--- config.mk ---
export PLATFORM = sky130hd
export DESIGN_NAME = cpu_multicycle_controller_flat
export DESIGN_NICKNAME = d
export VERILOG_FILES = /design/src/rtl/cpu_ctrl_pkg.sv /design/src/rtl/cpu_multicycle_controller_if.sv /design/src/rtl/mem_timeout_counter.sv /design/src/rtl/cpu_multicycle_controller.sv /design/src/flat_wrapper.sv
export SDC_FILE = /design/constraint.sdc
export NUM_CORES = 1
export LEC_CHECK = 0
export CORE_ASPECT_RATIO = 1.25
export CORE_MARGIN = 2
export CORE_UTILIZATION = 57
export CTS_BUF_LIST = sky130_fd_sc_hd__clkbuf_8
export CTS_CLUSTER_SIZE = 24
export DETAILED_ROUTE_END_ITERATION = 8
export DONT_BUFFER_PORTS = 1
export MAX_ROUTING_LAYER = met4
export PLACE_DENSITY = 0.75
export SLEW_MARGIN = 10
export SYNTH_ARGS = -nofsm -noshare
export SYNTH_HDL_FRONTEND = slang
export SYNTH_SLANG_ARGS = --single-unit
export TNS_END_PERCENT = 20
--- constraint.sdc ---
create_clock -name clk -period 1.8 [get_ports clk]
set_input_delay 0.36 -clock clk [delete_from_list [all_inputs] [get_ports clk]]
set_output_delay 0.36 -clock clk [all_outputs]
set_load 0.01 [all_outputs]
--- src/rtl/cpu_ctrl_pkg.sv ---
// Shared encodings for the multi-cycle CPU controller: FSM states, RV32 opcodes,
// ALU-operation and PC-source selects, plus small opcode-decode helpers.
package cpu_ctrl_pkg;

  typedef enum logic [2:0] {
    ST_IDLE   = 3'd0,
    ST_FETCH  = 3'd1,
    ST_DECODE = 3'd2,
    ST_EXEC   = 3'd3,
    ST_MEM    = 3'd4,
    ST_WB     = 3'd5,
    ST_TRAP   = 3'd6
  } state_e;

  localparam logic [6:0] OP_R      = 7'b0110011;
  localparam logic [6:0] OP_I      = 7'b0010011;
  localparam logic [6:0] OP_LOAD   = 7'b0000011;
  localparam logic [6:0] OP_STORE  = 7'b0100011;
  localparam logic [6:0] OP_BRANCH = 7'b1100011;
  localparam logic [6:0] OP_JAL    = 7'b1101111;
  localparam logic [6:0] OP_LUI    = 7'b0110111;
  localparam logic [6:0] OP_AUIPC  = 7'b0010111;
  localparam logic [6:0] OP_JALR   = 7'b1100111;

  localparam logic [1:0] ALU_ADD    = 2'b00;
  localparam logic [1:0] ALU_BRANCH = 2'b01;
  localparam logic [1:0] ALU_RI     = 2'b10;

  localparam logic [1:0] PC_PLUS4  = 2'b00;
  localparam logic [1:0] PC_BRANCH = 2'b01;
  localparam logic [1:0] PC_JAL    = 2'b10;
  localparam logic [1:0] PC_JALR   = 2'b11;

  // Upper-immediate and JALR forms are only legal when the build enables them.
  function automatic logic is_legal(logic [6:0] op, bit enable_upper);
    case (op)
      OP_R, OP_I, OP_LOAD, OP_STORE, OP_BRANCH, OP_JAL: return 1'b1;
      OP_LUI, OP_AUIPC, OP_JALR:                        return enable_upper;
      default:                                          return 1'b0;
    endcase
  endfunction

  function automatic logic [1:0] alu_op_for(logic [6:0] op);
    case (op)
      OP_R, OP_I:         return ALU_RI;
      OP_BRANCH, OP_JAL:  return ALU_BRANCH;
      default:            return ALU_ADD;
    endcase
  endfunction

  // Second ALU operand is the immediate for everything except register-register and compare/jump forms.
  function automatic logic uses_imm(logic [6:0] op);
    return !(op == OP_R || op == OP_BRANCH || op == OP_JAL);
  endfunction

endpackage

--- src/rtl/cpu_multicycle_controller_if.sv ---
// Memory request/acknowledge handshake between the controller (master) and memory (slave).
interface cpu_multicycle_controller_if;
  logic mem_req;
  logic mem_we;
  logic mem_ready;

  modport master (output mem_req, output mem_we, input mem_ready);
  modport slave  (input mem_req, input mem_we, output mem_ready);
endinterface

--- src/rtl/mem_timeout_counter.sv ---
// Counts consecutive memory wait cycles within one state; flags expiry on the wait cycle
// that reaches MEM_TIMEOUT. Saturates instead of wrapping; MEM_TIMEOUT=0 disables it.
module mem_timeout_counter #(
  parameter int unsigned MEM_TIMEOUT = 16
) (
  input  logic clk,
  input  logic rst,
  input  logic clear,
  input  logic wait_cycle,
  output logic expired
);

  localparam int unsigned CW      = (MEM_TIMEOUT > 0) ? $clog2(MEM_TIMEOUT + 1) : 1;
  localparam bit          ENABLED = (MEM_TIMEOUT > 0);
  localparam logic [CW-1:0] LIMIT = CW'(MEM_TIMEOUT);
  localparam logic [CW-1:0] LAST  = CW'((MEM_TIMEOUT > 0) ? MEM_TIMEOUT - 1 : 0);

  logic [CW-1:0] cnt_q, cnt_d;

  // Expiry looks only at the registered count so it never depends on the state-change clear.
  assign expired = ENABLED && wait_cycle && (cnt_q == LAST);

  always_comb begin
    // NOTE: every combinational output gets a default first, so no path can infer a latch.
    cnt_d = cnt_q;
    if (clear) begin
      cnt_d = '0;
    end else if (wait_cycle && (cnt_q != LIMIT)) begin
      cnt_d = cnt_q + 1'b1;
    end
  end

  always_ff @(posedge clk or posedge rst) begin
    // NOTE: sequential state uses non-blocking assignments so all flops update from pre-edge values.
    if (rst) begin
      cnt_q <= '0;
    end else begin
      cnt_q <= cnt_d;
    end
  end

endmodule

--- src/rtl/cpu_multicycle_controller.sv ---
// Multi-cycle RV32 control FSM: FETCH/DECODE/EXEC/MEM/WB sequencing with run-gated parking,
// sticky illegal-opcode and memory-timeout traps.
module cpu_multicycle_controller
  import cpu_ctrl_pkg::*;
#(
  parameter int unsigned MEM_TIMEOUT  = 16,
  parameter bit          ENABLE_UPPER = 1'b1
) (
  input  logic       clk,
  input  logic       rst,
  input  logic       run,
  input  logic [6:0] opcode,
  input  logic       branch_taken,
  cpu_multicycle_controller_if.master mem,
  output logic       ir_write,
  output logic       pc_write,
  output logic [1:0] pc_src,
  output logic       alu_src,
  output logic       mem_to_reg,
  output logic       register_write,
  output logic       get_counter,
  output logic [1:0] alu_op,
  output logic       illegal_instr,
  output logic       timeout,
  output logic [2:0] state
);

  state_e     state_q, state_d;
  logic [6:0] opcode_q, opcode_d;
  logic       illegal_instr_q, illegal_instr_d;
  logic       timeout_q, timeout_d;

  logic mem_req_o, mem_we_o, mem_wait, mem_expired, state_change;

  // Request strobe is purely state-decoded so the wait counter sees no loop through next-state logic.
  assign mem_req_o    = (state_q == ST_FETCH) || (state_q == ST_MEM);
  assign mem_we_o     = (state_q == ST_MEM) && (opcode_q == OP_STORE);
  assign mem_wait     = mem_req_o && !mem.mem_ready;
  assign state_change = (state_d != state_q);

  assign mem.mem_req  = mem_req_o;
  assign mem.mem_we   = mem_we_o;
  assign state        = state_q;
  assign illegal_instr = illegal_instr_q;
  assign timeout      = timeout_q;

  mem_timeout_counter #(.MEM_TIMEOUT(MEM_TIMEOUT)) u_timeout (
    .clk        (clk),
    .rst        (rst),
    .clear      (state_change),
    .wait_cycle (mem_wait),
    .expired    (mem_expired)
  );

  always_comb begin
    state_d         = state_q;
    opcode_d        = opcode_q;
    illegal_instr_d = illegal_instr_q;
    timeout_d       = timeout_q;
    ir_write        = 1'b0;
    pc_write        = 1'b0;
    pc_src          = PC_PLUS4;
    alu_src         = 1'b0;
    alu_op          = ALU_ADD;
    mem_to_reg      = 1'b0;
    register_write  = 1'b0;
    get_counter     = 1'b0;

    case (state_q)
      ST_IDLE: begin
        if (run) state_d = ST_FETCH;
      end
      ST_FETCH: begin
        if (mem.mem_ready) begin
          ir_write = 1'b1;
          pc_write = 1'b1;
          state_d  = ST_DECODE;
        end else if (mem_expired) begin
          timeout_d = 1'b1;
          state_d   = ST_TRAP;
        end
      end
      ST_DECODE: begin
        opcode_d = opcode;
        if (is_legal(opcode, ENABLE_UPPER)) begin
          state_d = ST_EXEC;
        end else begin
          illegal_instr_d = 1'b1;
          state_d         = ST_TRAP;
        end
      end
      ST_EXEC: begin
        alu_op  = alu_op_for(opcode_q);
        alu_src = uses_imm(opcode_q);
        case (opcode_q)
          OP_BRANCH: begin
            pc_write = branch_taken;
            pc_src   = PC_BRANCH;
            state_d  = run ? ST_FETCH : ST_IDLE;
          end
          OP_LOAD, OP_STORE: state_d = ST_MEM;
          OP_JAL: begin
            pc_write = 1'b1;
            pc_src   = PC_JAL;
            state_d  = ST_WB;
          end
          OP_JALR: begin
            pc_write = 1'b1;
            pc_src   = PC_JALR;
            state_d  = ST_WB;
          end
          default: state_d = ST_WB;
        endcase
      end
      ST_MEM: begin
        if (mem.mem_ready) begin
          if (opcode_q == OP_STORE) state_d = run ? ST_FETCH : ST_IDLE;
          else                      state_d = ST_WB;
        end else if (mem_expired) begin
          timeout_d = 1'b1;
          state_d   = ST_TRAP;
        end
      end
      ST_WB: begin
        register_write = 1'b1;
        mem_to_reg     = (opcode_q == OP_LOAD);
        get_counter    = (opcode_q == OP_JAL) || (opcode_q == OP_JALR);
        state_d        = run ? ST_FETCH : ST_IDLE;
      end
      ST_TRAP: state_d = ST_TRAP;
      default: state_d = ST_IDLE;
    endcase
  end

  always_ff @(posedge clk or posedge rst) begin
    if (rst) begin
      state_q         <= ST_IDLE;
      opcode_q        <= '0;
      illegal_instr_q <= 1'b0;
      timeout_q       <= 1'b0;
    end else begin
      state_q         <= state_d;
      opcode_q        <= opcode_d;
      illegal_instr_q <= illegal_instr_d;
      timeout_q       <= timeout_d;
    end
  end

endmodule

--- src/flat_wrapper.sv ---
// flat-port wrapper written by rule: the top's interface ports become plain ports
module cpu_multicycle_controller_flat import cpu_ctrl_pkg::*;
#(
  parameter int unsigned MEM_TIMEOUT  = 16,
  parameter bit          ENABLE_UPPER = 1'b1
)
  (clk, rst, run, opcode, branch_taken, ir_write, pc_write, pc_src, alu_src, mem_to_reg, register_write, get_counter, alu_op, illegal_instr, timeout, state, mem_mem_req, mem_mem_we, mem_mem_ready);
  cpu_multicycle_controller_if mem_i ();
  input  logic clk;
  input  logic rst;
  input  logic run;
  input  logic [6:0] opcode;
  input  logic branch_taken;
  output logic ir_write;
  output logic pc_write;
  output logic [1:0] pc_src;
  output logic alu_src;
  output logic mem_to_reg;
  output logic register_write;
  output logic get_counter;
  output logic [1:0] alu_op;
  output logic illegal_instr;
  output logic timeout;
  output logic [2:0] state;
  output wire logic [$bits(mem_i.mem_req)-1:0] mem_mem_req;
  output wire logic [$bits(mem_i.mem_we)-1:0] mem_mem_we;
  input wire logic [$bits(mem_i.mem_ready)-1:0] mem_mem_ready;
  assign mem_mem_req = mem_i.mem_req;
  assign mem_mem_we = mem_i.mem_we;
  assign mem_i.mem_ready = mem_mem_ready;
  cpu_multicycle_controller #(.MEM_TIMEOUT(MEM_TIMEOUT), .ENABLE_UPPER(ENABLE_UPPER)) u_core (.clk(clk), .rst(rst), .run(run), .opcode(opcode), .branch_taken(branch_taken), .mem(mem_i), .ir_write(ir_write), .pc_write(pc_write), .pc_src(pc_src), .alu_src(alu_src), .mem_to_reg(mem_to_reg), .register_write(register_write), .get_counter(get_counter), .alu_op(alu_op), .illegal_instr(illegal_instr), .timeout(timeout), .state(state));
endmodule
**Yosys cells after proc, flatten, opt, wreduce, memory -nomap -nowiden**

Index checks and enable logic that the tools add are counted.

- Multiplexer cells: 25
- Reduce and logical (&&, ||, !) cells: 20
- Equal/unequal tests: 25
- $add $sub $neg: 1
- $mul: 0
- Divide/modulo/power cells: 0
- Shift-type cells: 0
- Bitwise operators: 2
- Order comparisons: 0

Operators by type and width:

| cell | number |
|---|---|
| equality test 7 bit, second input constant | 6 |
| equality test 7 x 6 -> 1 bit, second input constant | 5 |
| equality test 7 x 5 -> 1 bit, second input constant | 3 |
| case mux 3 bit (7 select lines) | 1 |
| 2-to-1 mux 3 bit | 6 |
| equality test 7 x 2 -> 1 bit, second input constant | 2 |
| 2-to-1 mux 5 bit | 2 |
| OR reduction 2 bit | 5 |
| equality test 3 bit, second input constant | 3 |
| 2-to-1 mux 1 bit | 9 |
| OR reduction 9 bit | 1 |
| equality test 3 x 2 -> 1 bit, second input constant | 2 |
| case mux 2 bit (3 select lines) | 1 |
| case mux 3 bit (2 select lines) | 1 |
| adder 5 x 1 -> 5 bit, second input constant | 1 |
| equality test 5 x 4 -> 1 bit, second input constant | 1 |
| inequality test 5 bit, second input constant | 1 |
| logical AND 1 bit | 4 |
| logical OR 1 bit | 4 |
| 2-to-1 mux 2 bit | 2 |
| case mux 1 bit (2 select lines) | 2 |
| case mux 2 bit (2 select lines) | 1 |
| equality test 3 x 1 -> 1 bit, second input constant | 1 |
| zero test 3 bit | 1 |
| 6 further kinds | 8 |

- Logic and storage cells: 78
- Memories: 0
- Output and inout port bits: 17
- Register bits: 17
- Input port bits: 12
- Latch bits: 0
- ROM bits: 0
- Bits in writable memories: 0

**Depth between registers and ports, before layout**

Gate-level depths: netlist of run 1.

- Depth in word-level cells: 9
- Gate-level depth with buffers: 9
- Depth with buffers taken out: 8

**Hierarchy**

Synthesis of run 1 repeated with hierarchy kept, for this count alone.

- Cell total of the unflattened synthesis: 126
- Area total of the unflattened synthesis: 1131.1 µm²

Modules (own cells, without submodules):

| module | cells each | seq. area each (µm²) | instances | area each (µm²) |
|---|---|---|---|---|
| cpu_multicycle_controller | 95 | 300.3 | 1 | 827.0 |
| mem_timeout_counter | 31 | 125.1 | 1 | 304.0 |

**Worst setup path after synthesis of run 1**

No wires, ideal clock.

- Kind: register -> register
- Start point: register u_core.u_timeout.cnt_q[0]
- End point: register u_core.u_timeout.cnt_q[3]
- Required time: 1712 ps
- Data arrival time: 1756 ps
- Cell stages (with the launch flop): 8
- Slack: -44 ps
- Path through: dfrtp_1 ha_1 and3_1 ha_1 clkbuf_1 o32ai_1 o211ai_2 nor3b_1

- Word-level cells in the longest chain between the ends: 7
- Elaborated cells between the ends (all ways): 13
- Those cells by class: add/sub (1); eq/ne (3); mux (6); reduce/logical (3)

Ends and longest elaborated chain:

| element | line | source |
|---|---|---|
| start: declaration | mem_timeout_counter.sv:18 | `logic [CW-1:0] cnt_q, cnt_d;` |
| start signal: assignment | mem_timeout_counter.sv:38 | `cnt_q <= cnt_d;` |
| equality test 5 x 4 -> 1 bit | mem_timeout_counter.sv:21 | `assign expired = ENABLED && wait_cycle && (cnt_q == LAST);` |
| logical AND 1 bit | mem_timeout_counter.sv:21 |  |
| 2-to-1 mux 3 bit | cpu_multicycle_controller.sv:78, cpu_multicycle_controller.sv:119 |  |
| 2-to-1 mux 3 bit (on tied branches) | cpu_multicycle_controller.sv:116, cpu_multicycle_controller.sv:74 |  |
| case mux 3 bit (7 select lines) | cpu_multicycle_controller.sv:69 | `case (state_q)` |
| inequality test 3 bit | cpu_multicycle_controller.sv:39 | `assign state_change = (state_d != state_q);` |
| 2-to-1 mux 5 bit / nonzero test 2 bit (equally long branches) | -- |  |

Parallel ways exist; a longest one is shown, timed or not. The select of a mux whose other input is x is not followed.
A chain may end at the register's enable or synchronous reset.

**Worst setup path after layout of run 1**

- Start point: register u_core.opcode_q[3]
- End point: output mem_mem_we

- Word-level cells in the longest chain between the ends: 2

Ends and longest elaborated chain:

| element | line | source |
|---|---|---|
| start: declaration | cpu_multicycle_controller.sv:29 | `logic [6:0] opcode_q, opcode_d;` |
| start signal: assignment | cpu_multicycle_controller.sv:143 | `opcode_q <= opcode_d;` |
| equality test 7 x 6 -> 1 bit | cpu_multicycle_controller.sv:37 | `assign mem_we_o = (state_q == ST_MEM) && (opcode_q == OP_STORE);` |
| logical AND 1 bit | cpu_multicycle_controller.sv:37 |  |
| end: declaration | flat_wrapper.sv:26 | `output wire logic [$bits(mem_i.mem_we)-1:0] mem_mem_we;` |

Every way passes these cells.

==> impl_metrics.ini, run 1 <==
[flow_run]
drv_cap = 0

[global_route]
antenna_found_initial = 0
grt_util_all_layers = 0.261
grt_pass1_wl_um = 4560
grt_max_degree = 18
first_global_vias = 1063
grt_overflow_total = 0

[detailed_routing]
drtIter0Drc = 16
avgViaCountPerCell = 6.42
drc = 0
wire_per_inst_um = 18.6
wirelength_um = 3340
drt_pass1_iterations = 4
drtAntennaViolNets = 0
via_count = 1156

[layout]
area_delta_synth_final_pct = 33.7
fill_cells = 125
nets = 176
multi_input_area_um2 = 831
fin_util = 0.806
layout-drive-gt1-share = 0.463
antenna_cells = 0
final-seq-area_um2 = 429

[synthesis]
ys_seq_area_frac = 0.356
synth_edf_count = 0
yosys.cell_types.count = 46
synthArstFlopShare = 1.00
syn_inst = 130
synth-main-ff-cell = dfrtp_1
yosysWarnings = 0
synth_area_um2 = 1190
syn_avg_cell_area_um2 = 9.19
syn_nets = 145
synth-seq-cells = 17

[die]
pin_count = 29
die-width_um = 45.0
dieArea_um2 = 2480
fp.coreArea_um2 = 1980
rows = 18
die_h_um = 55.2
initial_core_util = 0.603

[clocking]
cts_max_level = 1
cts_tree = built
cts.reportedPaths.clkPinSlew_ps = 70
cts.sinks = 17
clk_path_buf_depth = 2
cts_hold_buf = 0
cts-root-buf = clkbuf_8
insertion_delay_ps = 260
numCtsBuffers = 3

[critical_path]
path_buf_inv = 1
crit_family = simple AND/OR/NAND/NOR gates
slowest_stage = or4b_4
crit_path_max_fanout = 2
path_cells = nand4bb_4 -> or4b_4 -> nor3_2 -> buf_4
critical-path-max-stage-delay_ps = 550
cp.required_ps = 1440
critPathLaunchType = register
end_kind = output port
worstSetupPathType = register to output port
crit_arrival_ps = 1680

[pwr]
p_per_area_nw_per_um2 = 1590
p_leak_nw = 0.664
peakVddDrop_v = 0.00118

[timing]
maxSlewViolCount = 0
clock.fmax_mhz = 491
fin_skew_ps = 1.52
setup_violations = 14
worstMarginPinSlew_ps = 657
final.period_utilization = 1.13
min_period_ps = 2040
finalHoldViolCount = 0
timing.final.ws_setup_ps = -236
rsz0062_at_grt = true
slew_headroom = 0.561

[placement]
place_congestion = 0.838
dpl.hpwl_um = 2170
dp_worst_setup_slack_ps = -42.5
port_buffers = 0

[run_status]
violations = setup timing
status = complete, but fails checks

[worst_hold_path]
hp-class = input port to async pin
==> report_power, final <==
part	leakage [nW]	internal, mW	total [mW]	switching (mW)
sequential	0.210	0.526	0.691	0.165
clock	0.0255	0.154	0.289	0.136
combinational	0.429	0.742	1.56	0.817
==> worst register-to-register path, stage by stage, from the launching register on <==
cell and delay [ps]:
dfrtp_1 390, nand4bb_4 230, or4b_4 550, buf_4 180, or2_1 210, a22oi_2 140
o221ai_2 120
==> stage by stage <==
| stage | hold slack, ps | total power [mW] | instances | setup TNS [ps] | cell area [um2] |
|---|---|---|---|---|---|
| detailed placement | 372 | 1.98 | 168 | -203 | 1380 |
| CTS | 98.3 | 2.34 | 173 | -1210 | 1480 |
| floorplan | 286 | 1.54 | 130 | -24.7 | 1200 |
| finish | 80.5 | 2.54 | 180 | -852 | 1600 |
| global placement | 367 | 1.94 | 168 | 0 | 1380 |
| global route | 144 | 2.67 | 180 | -1890 | 1600 |
==> final cells by class <==
class	count	share of cell area
tap	20	0.0157
sequential	17	0.269
multi-input combinational	101	0.520
clock inverter	1	0.00313
clock buffer	3	0.0258
inverter	7	0.0164
timing repair buffer	31	0.150
==> flip-flops by register name, indices dropped and copies added, names as in the netlist <==
register / count
u_core.timeout: 1
u_core.opcode_q: 7
u_core.illegal_instr: 1
u_core.state: 3
u_core.u_timeout.cnt_q: 5
==> cells by family (layout without fill, tap and decap cells) <==
kind of cell,Yosys count,count (layout),share of synthesized area
and+or+nand+nor,60,60,0.294
buffers and inverters,12,42,0.0387
xor gates and xnor gates,4,4,0.0293
AOI/OAI and AO/OA,27,27,0.185
adders and majority gates,3,3,0.0314
DFF,17,17,0.356
muxes,7,7,0.0649
==> metal layers <==
layer,vias to the layer above,global-route usage,routed length (um)
met5,-,-,0
met1,557,0.305,1220
met4,0,0.108,190
met3,17,0.0422,184
li1,531,-,-
met2,51,0.445,1750
==> Yosys cell counts, drive strengths merged (2+ instances only) <==
cell type,number,area [um2]
nor3b,4,35.0
nand2b,5,31.3
ha,3,37.5
dfrtp,17,425
clkbuf,4,15.0
a21oi,3,15.0
a31oi,2,12.5
or2,4,25.0
o32a,2,20.0
a21o,3,22.5
nand3b,2,15.0
nor2b,2,12.5
o21ai,3,15.0
nor2,15,58.8
xnor2,3,26.3
mux2,6,67.6
o22ai,3,18.8
nand2,11,41.3
o221ai,2,23.8
nor3,8,40.0
o32ai,2,25.0
inv,7,26.3
nand4,2,12.5
a211oi,2,20.0
==> path summary, 6_finish.rpt <==
path,start,to,slack [ps],depth (start not counted)
min in group clk,opcode[1],u_core.opcode_q[1],250,1
setup / recovery,u_core.opcode_q[3],mem_mem_we,-240,4
hold reg to reg,u_core.illegal_instr,u_core.illegal_instr,530,1
hold / removal,rst,u_core.u_timeout.cnt_q[2],80,1
max in group asynchronous,rst,u_core.state[2],1260,1
setup reg to reg,u_core.opcode_q[3],u_core.state[2],-130,6
==> cells in the final DEF (no fill, tap or decap), types with 2 or more instances in the layout <==
cell      instances
a211oi_2          2
a21o_1            3
a21oi_1           3
a31oi_1           2
buf_4            29
buf_6             2
clkbuf_8          3
dfrtp_1          14
dfrtp_2           3
ha_1              2
inv_1             7
mux2_2            6
nand2_1           9
nand2_2           2
nand2b_1          5
nand3b_1          2
nand4_1           2
nor2_1            9
nor2_2            3
nor2_4            3
nor3_1            5
nor3_2            3
nor3b_1           3
o21ai_0           3
o22ai_1           2
o32a_1            2
o32ai_2           2
xnor2_1           2
==> repair_timing <==
| action | in CTS | in global routing |
|---|---|---|
| setup buffers | 1 | 7 |
| setup endpoints to repair | 14 | 17 |
| resized for setup | 11 | 18 |
| pin swaps | 4 | 6 |
Power figures use the tool's default switching activity.
==> inputs of run 2 (changes only) <==
--- a/config.mk
+++ b/config.mk
@@ -13,7 +13,7 @@
 export DETAILED_ROUTE_END_ITERATION = 8
 export DONT_BUFFER_PORTS = 1
 export MAX_ROUTING_LAYER = met4
-export PLACE_DENSITY = 0.75
+export PLACE_DENSITY = 0.85
 export SLEW_MARGIN = 10
 export SYNTH_ARGS = -nofsm -noshare
 export SYNTH_HDL_FRONTEND = slang
==> run 2 against run 1 <==
Highest routed layer unchanged. Via count decreased by 2.2%. Clock skew decreased by 1.0 ps. Setup slack improved by 23 ps. Global-route usage increased by 2.8 points. Sequential share of layout area increased by 0.79 points. Register-to-register slack worse by 20 ps. Sequential cell count is the same. Die area stayed put. The flow still finishes with violations (setup timing). Hold slack hardly changed. Power shrank 0.42%.
==> impl_metrics.ini, run 2 (synthesis gave the netlist of run 1 again) <==
[run_status]
status = complete, but fails checks
violations = setup timing

[detailed_routing]
wire_per_inst_um = 19.2
wirelength_um = 3310
drtIter0Drc = 29
avgViaCountPerCell = 6.53
drtAntennaViolNets = 0
drc = 0
via_count = 1130
drt_pass1_iterations = 4

[critical_path]
cp.required_ps = 1440
critPathLaunchType = register
critical-path-max-stage-delay_ps = 520
end_kind = output port
worstSetupPathType = register to output port
crit_path_max_fanout = 2
path_cells = nand4bb_4 -> or4b_4 -> nor3_2 -> buf_4
slowest_stage = or4b_4
crit_arrival_ps = 1650

[layout]
largest_register_ffs = 7
fin_cells = 173
fin_util = 0.785
antenna_cells = 0
largest-register = u_core.opcode_q
area_delta_synth_final_pct = 30.3
nets = 169
final_common_cell = buf_4
layout-drive-gt1-share = 0.451
mostFrequentLayoutCells = buf_4, dfrtp_1, nand2_1

[worst_hold_path]
hp-class = input port to async pin

[clocking]
cts-root-buf = clkbuf_8
numCtsBuffers = 3
cts_max_level = 1
cts.sinks = 17
cts_tree = built
clk_path_buf_depth = 2
cts.reportedPaths.clkPinSlew_ps = 70
insertion_delay_ps = 250

[die]
pin_count = 29
die_h_um = 55.2
die-width_um = 45.0
initial_core_util = 0.603
rows = 18
fp.coreArea_um2 = 1980
dieArea_um2 = 2480

[global_route]
grt_overflow_total = 0
first_global_vias = 1146
antenna_found_initial = 0
grt_pass1_wl_um = 4930
grt_max_degree = 18
grt_util_all_layers = 0.289

[timing]
worstMarginPinSlew_ps = 655
rsz0062_at_grt = true
slew_headroom = 0.563
fin_skew_ps = 0.501
final.period_utilization = 1.12
clock.fmax_mhz = 497
min_period_ps = 2010
maxSlewViolCount = 0
setup_violations = 13
timing.final.ws_setup_ps = -214
finalHoldViolCount = 0

[placement]
port_buffers = 0
dpl.hpwl_um = 2270
dp.cells = 165
place_congestion = 0.868
dp_worst_setup_slack_ps = -75.4

[flow_run]
drv_cap = 0

[pwr]
p_leak_nw = 0.631
p_per_area_nw_per_um2 = 1620
peakVddDrop_v = 0.00121
run 2: report_power, final:
part           internal (mW)  switching, mW  total (mW)
Clock                  0.154          0.135       0.289
Sequential             0.529          0.195       0.724
Combinational          0.700          0.816        1.52
run 2: final cells by class:
class,instances,area (um2)
Clock inverter,1,5.00
Multi-Input combinational cell,101,845
Sequential cell,17,430
Tap cell,20,25.0
Fill cell,125,425
Inverter,7,26.3
Clock buffer,3,41.3
Timing Repair Buffer,24,184
run 2: worst paths after layout:
| kind | from | endpoint | slack (ps) | depth (start not counted) |
|---|---|---|---|---|
| worst max register to register | u_core.opcode_q[2] | u_core.state[2] | -150 | 6 |
| min in group clk | opcode[3] | u_core.opcode_q[3] | 250 | 1 |
| worst min register to register | u_core.illegal_instr | u_core.illegal_instr | 530 | 1 |
| worst max-delay path | u_core.opcode_q[2] | mem_mem_we | -210 | 4 |
| max in group asynchronous | rst | u_core.opcode_q[4] | 1260 | 1 |
| worst min-delay path | rst | u_core.opcode_q[1] | 80 | 1 |
run 2: worst max-delay path: cells and delay by family (launching register included):
family / cells / cell delay (ps)
buf+inv: 1 / 140
flops: 1 / 390
simple gates: 3 / 880
run 2: repair_timing:
action,4_1_cts,5_1_grt
buffers inserted,2,2
setup endpoints to repair,14,16
hold buffers,0,0
pin swaps,4,4
cloned,0,0
hold endpoints to repair,0,0
gates resized for setup,17,12
run 2: stage by stage:
stage	power, mW	TNS [ps]	cell area [um2]	hold slack (ps)
6_report	2.53	-1330	1560	80.8
5_1_grt	2.69	-2310	1560	145
4_1_cts	2.36	-1420	1490	102
3_5_place_dp	1.95	-384	1360	380
3_3_place_gp	1.89	-0.0236	1360	363
2_1_floorplan	1.54	-24.7	1200	286
run 2: routing by layer:
| layer | vias to the layer above | global-route usage | part of all wire |
|---|---|---|---|
| li1 | 518 | - | - |
| met1 | 568 | 0.323 | 0.39 |
| met2 | 34 | 0.512 | 0.54 |
| met3 | 10 | 0.0357 | 0.037 |
| met4 | 0 | 0.132 | 0.031 |
| met5 | - | - | 0 |
==> inputs of run 3 (changes only) <==
--- a/config.mk
+++ b/config.mk
@@ -12,6 +12,7 @@
 export CTS_CLUSTER_SIZE = 24
 export DETAILED_ROUTE_END_ITERATION = 8
 export DONT_BUFFER_PORTS = 1
+export GPL_TIMING_DRIVEN = 0
 export MAX_ROUTING_LAYER = met4
 export PLACE_DENSITY = 0.85
 export SLEW_MARGIN = 10
==> run 3 against run 2 <==
The run still ends with setup timing left. Clock power increased by 2%. Register-to-register slack improved by 20 ps. Via count decreased by 4.2%. Clock skew increased by 0.57 ps. Sequential cell count unchanged. Hold slack got worse by 8.2 ps.
==> impl_metrics.ini, run 3 (synthesis gave the netlist of run 1 again) <==
[pwr]
clock_power_share = 0.123
power_mw = 2.39
comb_power_share = 0.568
peakVddDrop_v = 0.00135
internal_power_mw = 1.28
p_sw_frac = 0.463
p_per_area_nw_per_um2 = 1610
seqPwrFrac = 0.309
p_leak_nw = 0.580
switching_power_mw = 1.11

[layout]
largest-register = u_core.opcode_q
final_common_cell = nor2_1
design_area_um2 = 1490
mostFrequentLayoutCells = nor2_1, dfrtp_1, nand2_1, buf_4, inv_1
nets = 159
layout-drive-gt1-share = 0.385
area_delta_synth_final_pct = 24.3
antenna_cells = 0
multi_input_area_um2 = 857
fin_util = 0.749
fill_cells = 133
final-seq-area_um2 = 432
largest_register_ffs = 7

[timing]
final.period_utilization = 1.10
worstMarginPinSlew_ps = 647
hold-worst-slack_ps = 72.6
rsz0062_at_grt = true
min_period_ps = 1990
slew_headroom = 0.568
setup_violations = 12
fin_skew_ps = 1.07
clock.fmax_mhz = 504
timing.final.ws_setup_ps = -185
maxSlewViolCount = 0
tns_ps = -867
finalHoldViolCount = 0

[critical_path]
crit_arrival_ps = 1630
worstSetupPathType = register to output port
end_kind = output port
rr_worst_depth = 6
crit_path_max_fanout = 4
cp.required_ps = 1440
critPathLaunchType = register

[clocking]
cts.reportedPaths.clkPinSlew_ps = 70
cts-root-buf = clkbuf_8
insertion_delay_ps = 260
cts_tree = built
clk_path_buf_depth = 2
cts_hold_buf = 0
cts_max_level = 1
numCtsBuffers = 3
cts.sinks = 17

[global_route]
first_global_vias = 978
grt_pass1_wl_um = 4420
grt_max_degree = 18
grt_util_all_layers = 0.256
grt_overflow_total = 0
antenna_found_initial = 0

[die]
fp.coreArea_um2 = 1980
die_h_um = 55.2
pin_count = 29
rows = 18
dieArea_um2 = 2480
die-width_um = 45.0
initial_core_util = 0.603

[run_status]
status = complete, but fails checks
violations = setup timing

[detailed_routing]
drtIter0Drc = 28
via_count = 1082
drc = 0
wirelength_um = 2980
drt_pass1_iterations = 4
drtAntennaViolNets = 0
wire_per_inst_um = 18.3
avgViaCountPerCell = 6.64

[placement]
dpl.hpwl_um = 1980
place_congestion = 0.983
port_buffers = 0
dpl_cell_area_um2 = 1230

[worst_hold_path]
hp-class = input port to async pin

[flow_run]
drv_cap = 0
-- run 3: cell types whose count changed in the layout (fill, tap and decap cells not counted), moves of 2 or more --
cell | before | now
nor3_2 | 4 | 2
nor2_2 | 4 | 1
buf_4 | 23 | 10
clkbuf_4 | 0 | 2
nor2_1 | 9 | 13
nor3_4 | 0 | 2
-- run 3: final cells by class --
type | instances | area share
sequential | 17 | 0.291
clock buffer | 3 | 0.0278
buffer | 4 | 0.0160
clock inverter | 1 | 0.00337
multi-input combinational | 101 | 0.577
tap | 20 | 0.0168
timing repair buffer | 10 | 0.0505
inverter | 7 | 0.0177
-- run 3: critical path, cell delays in order (launching register included) --
cell and delay (ps):
dfrtp_1 390, nand4bb_4 260, or4b_4 550, nor3_4 170
-- run 3: repair_timing --
action	in CTS	in global routing
cloned	0	0
setup endpoints to repair	21	16
buffers inserted	5	5
gates resized for setup	27	4
pin swaps	8	8
-- run 3: layer usage --
layer,part of all wire,track usage,vias up
met3,0.056,0.0455,8
li1,-,-,497
met4,0.022,0.0980,0
met1,0.38,0.293,536
met5,0,-,-
met2,0.54,0.443,41
-- run 3: worst paths after layout --
kind	to	startpoint	slack (ps)
min	u_core.u_timeout.cnt_q[0]	rst	70
min in group clk	u_core.opcode_q[2]	opcode[2]	250
max reg2reg	u_core.state[0]	u_core.opcode_q[3]	-130
max	mem_mem_we	u_core.opcode_q[3]	-190
min reg2reg	u_core.timeout	u_core.timeout	530
max in group asynchronous	u_core.state[2]	rst	1270
-- run 3: metrics by stage --
step	std cells	setup slack (ps)
2_1_floorplan	130	-17.7
3_3_place_gp	150	-173
3_5_place_dp	150	-262
4_1_cts	158	-244
5_1_grt	163	-225
6_report	163	-185
-- run 3: power groups by stage --
stage                     clock network (mW)  logic [mW]  registers [mW]
after floorplan                            0       0.853           0.690
after global placement                     0       0.972           0.737
after detailed placement                   0        1.00           0.748
after CTS                              0.294        1.27           0.732
after global routing                   0.309        1.46           0.761
final                                  0.294        1.35           0.737
